### config.mk
export PLATFORM = sky130hd
export DESIGN_NAME = seq_counter
export DESIGN_NICKNAME = d
export VERILOG_FILES = /design/src/rtl/seq_counter.sv
export SDC_FILE = /design/constraint.sdc
export NUM_CORES = 1
export LEC_CHECK = 0
export ABC_AREA = 0
export CAP_MARGIN = 20
export CORE_ASPECT_RATIO = 0.9
export CORE_UTILIZATION = 25
export CTS_BUF_LIST = sky130_fd_sc_hd__clkbuf_4 sky130_fd_sc_hd__clkbuf_8
export DETAILED_ROUTE_END_ITERATION = 16
export PLACE_DENSITY_LB_ADDON = 0.05
export SYNTH_ARGS = -nofsm -noshare
export SYNTH_HDL_FRONTEND = slang
export SYNTH_SLANG_ARGS = --single-unit
### constraint.sdc
create_clock -name clk -period 2.71 [get_ports clk]
set_input_delay 0.6775 -clock clk [delete_from_list [all_inputs] [get_ports clk]]
set_output_delay 0.6775 -clock clk [all_outputs]
set_load 0.1 [all_outputs]
### src/rtl/seq_counter.sv
// Multi-sequence up/down counter: binary, odd, even and reflected-Gray sequences,
// synchronous load, and a sticky flag for steps taken from out-of-sequence states.
module seq_counter #(
   parameter int WIDTH = 3
) (
   input  logic             clk,
   input  logic             rst,
   input  logic             en,
   input  logic             dir,
   input  logic [1:0]       mode,
   input  logic             load,
   input  logic [WIDTH-1:0] load_val,
   output logic [WIDTH-1:0] count,
   output logic [WIDTH-1:0] nxt,
   output logic             tc,
   output logic             illegal
);

   localparam logic [WIDTH-1:0] ONE  = WIDTH'(1);
   localparam logic [WIDTH-1:0] TWO  = WIDTH'(2);
   localparam logic [WIDTH-1:0] MAXV = '1;
   localparam logic [WIDTH-1:0] MSB  = ONE << (WIDTH-1);

   function automatic logic [WIDTH-1:0] g2b(input logic [WIDTH-1:0] g);
      logic [WIDTH-1:0] b;
      b[WIDTH-1] = g[WIDTH-1];
      for (int i = WIDTH-2; i >= 0; i--) b[i] = b[i+1] ^ g[i];
      return b;
   endfunction

   function automatic logic [WIDTH-1:0] b2g(input logic [WIDTH-1:0] b);
      return b ^ (b >> 1);
   endfunction

   logic [WIDTH-1:0] step;
   logic [WIDTH-1:0] term;
   logic [WIDTH-1:0] gbin;
   logic             ill_st;

   always_comb begin
      step   = '0;
      term   = '0;
      ill_st = 1'b0;
      gbin   = g2b(count);
      case (mode)
         2'b00: begin
            step = dir ? count - ONE : count + ONE;
            term = MAXV;
         end
         2'b01: begin
            // 0 sits between the top odd value and 1, so both ends need explicit wrap
            ill_st = ~count[0] && (count != '0);
            if (!dir) step = (count == MAXV) ? '0 : (count == '0) ? ONE : count + TWO;
            else      step = (count == ONE) ? '0 : (count == '0) ? MAXV : count - TWO;
            term = MAXV;
         end
         2'b10: begin
            ill_st = count[0];
            step   = dir ? count - TWO : count + TWO;
            term   = MAXV - ONE;
         end
         2'b11: begin
            step = b2g(dir ? gbin - ONE : gbin + ONE);
            term = MSB;
         end
         default: begin
            step = '0;
            term = '0;
         end
      endcase
      if (dir) term = '0;
   end

   assign nxt = ill_st ? '0 : step;
   assign tc  = en & ~ill_st & (count == term);

   always_ff @(posedge clk or negedge rst) begin
      if (!rst) begin
         count   <= '0;
         illegal <= 1'b0;
      end else if (load) begin
         count <= load_val;
      end else if (en) begin
         count <= nxt;
         if (ill_st) illegal <= 1'b1;
      end
   end

endmodule

==> flow_metrics.tcl <==
set metrics [dict create \
    status "finished with violations" \
    failed_checks "negative setup slack" \
    vias 746 \
    reg2reg_from "count[1]" \
    layout-area-overhead-vs-synth_pct 79.01 \
    cp.arrival_ns 2.08 \
    clock_skew_ns 0.004389 \
    fin_cells 158 \
    clkSinkCount 4 \
    clk_pin_slew_ns 0.04 \
    synthFlopType "dfrtp_1" \
    track_usage_pct 14.92 \
    place_ws_ns -0.4629 \
    rsz0062_at_grt "true" \
    vias_per_cell 4.722 \
    peakVddDrop_v 0.0002385 \
    antenna_cells 0 \
    cts_tree "yes" \
    clock_latency_ns 0.23 \
    die_area_um2 3055 \
    grt_overflow 0 \
    start_util_pct 27.56 \
    finalSetupViolCount 2 \
    hpwl_um 1560 \
    synth_area_leader_cell "ha_1" \
    avgRoutedWirePerCell_um 12.31 \
    finalCriticalPeriod_ns 2.761 \
    cap_violations 0 \
    slew_viol_final 0 \
    crit_type "in -> out" \
    crit_slowest_cell "a2111oi_2" \
    crit_chain "buf_2 -> buf_6 -> xor2_4 -> mux2i_1 -> xnor2_1 -> a2111oi_2 -> buf_4 -> nor2_4 -> buf_12" \
    max_freq_mhz 362.2 \
    synth_top_area_share_pct 19.40 \
    synth_area_leaders "ha_1 (19%), dfrtp_1 (14%), xor2_1 (4.9%)" \
    setup_ws_ns -0.05089 \
    mostFrequentLayoutCells "buf_4 (22), inv_1 (6), clkdlybuf4s50_1 (6)" \
    htreeDepth 1 \
    cp-endpoint "nxt[1]" \
    synth-edff-count 0 \
    ant_nets 0 \
    synth_warnings 0 \
    yosysUniqueCellTypes 39 \
    clockBufferDepth 2 \
    totalNegativeSetupSlack_ns -0.09926 \
    first_global_vias 737 \
    dieHeight_um 52.54 \
    drcViolationCount 0 \
    antenna_found_initial 0 \
    drtIter0Drc 8 \
    place_inst 152 \
    slowest_delay_ns 0.33 \
    power_density_nw_per_um2 519.7 \
    hold_viol 0 \
    nets 142 \
    ios 18 \
    layout_commonest_cell "buf_4" \
    fillers 250 \
    io_buffers 17 \
    fin_crit_sh_pct 101.9 \
    syn_area_per_cell_um2 8.758 \
    crit_path_end_kind "output pin" \
    r2r_cells 6 \
    leakage_uw 0.0005453 \
    core_um2 2574 \
    yosysSeqAreaShare_pct 14.11 \
    min_path_type "reg -> reg" \
    r2r_slack_ns 0.75 \
    grt_pass1_wl_um 3491 \
    critPathMaxFanout 2 \
    r2r_end "count[2]" \
    gp_congestion 0.7701 \
    syn_nets 102 \
    cp.required_ns 2.03 \
    crit_buf_inv 4 \
    cp-startpoint "dir" \
    syn_area_um2 709.4 \
    drive_gt1_share_pct 55.00 \
    tightest_slew_ns 0.3298 \
    async_reset_ff_share_pct 100.0 \
    grt_max_degree 17 \
    die_x_um 58.15 \
    row_count 17 \
    synth-seq-cells 4 \
    max-slew-margin-rel_pct 77.77 \
    syn_inst 81 \
    crit_cells 9 \
    cts-root-buf "clkbuf_4" \
    critPathTopFamily "buffers and inverters" \
    drt_wl_total_um 1945 \
    numCtsBuffers 3 \
    drt_pass1_iterations 4 \
    crit_path_start_kind "input pin" \
    whs_ns 0.5041 \
]
==> power by group <==
| part | switching [uW] | internal, uW | leakage (uW) | total (uW) |
|---|---|---|---|---|
| clock network | 24.9 | 65.3 | 0.0000184 | 90.2 |
| registers | 20.8 | 73.4 | 0.0000437 | 94.2 |
| logic | 287 | 189 | 0.000483 | 476 |
| total | 332 | 328 | 0.000545 | 660 |
==> area by class of cell <==
cell class                      count  area (um^2)  share of cell area [%]
Multi-Input combinational cell     65        679.4                   53.50
Timing Repair Buffer               38        362.8                   28.57
Sequential cell                     4        108.9                   8.571
Tap cell                           38        47.55                   3.744
Inverter                            9        41.29                   3.251
Clock buffer                        4        30.03                   2.365
==> logic make-up after synthesis <==
logic type                 after synthesis  synth area share, %
buffers and inverters                   12                9.523
xor gates and xnor gates                 7                11.29
AOI/OAI and AO/OA                       19                22.75
and+or+nand+nor                         26                20.11
DFF                                      4                14.11
adders and majority gates               11                19.40
muxes                                    2                2.822
==> synthesized netlist by cell type (2+ instances only) <==
| cell | instances |
|---|---|
| inv_1 | 9 |
| nor2_1 | 4 |
| xor2_1 | 4 |
| buf_6 | 3 |
| nand2b_1 | 3 |
| and3_1 | 2 |
| dfrtp_1 | 4 |
| xnor2_1 | 2 |
| a21oi_1 | 2 |
| nand4_1 | 2 |
| mux2i_1 | 2 |
| nand2_1 | 7 |
| ha_1 | 11 |
==> stage by stage <==
stage               utilization, %  area [um^2]  power [uW]
floorplan                        -        768.2       397.3
global placement             44.04         1134       541.5
detailed placement           44.04         1134       537.8
CTS                          48.23         1241       655.3
global route                 49.34         1270       700.6
finish                       49.34         1270       659.9
==> per-layer routing <==
metal	part of all wire, %	routed length (um)	vias up	track usage (%)
met1	52	1015	363	21.15
li1	-	-	370	-
met3	2.7	52	0	1.235
met4	0	0	0	2.381
met5	0	0	-	0
met2	45	878	13	24.90
==> repair_timing <==
item / 4_1_cts / 5_1_grt
endpoints found under the hold margin: 0 / 0
resized for setup: 26 / 8
buffers inserted: 2 / 0
setup endpoints to repair: 4 / 4
pin swaps: 7 / 7
hold buffers: 0 / 0
==> how the worst min path moves through the flow <==
| stage | from | endpoint | cells past startpoint |
|---|---|---|---|
| 6_report | illegal | illegal | 1 |
| 5_1_grt | illegal | illegal | 1 |
| 4_1_cts | illegal | illegal | 1 |
| 3_5_place_dp | illegal | illegal | 1 |
| 3_3_place_gp | illegal | illegal | 1 |
| 2_1_floorplan | rst | count[2] | 0 |
==> registers in the layout (all words and copies together) (netlist names) <==
register	flops
illegal	1
count	3
Note: power is estimated with default switching activity, not from simulation.
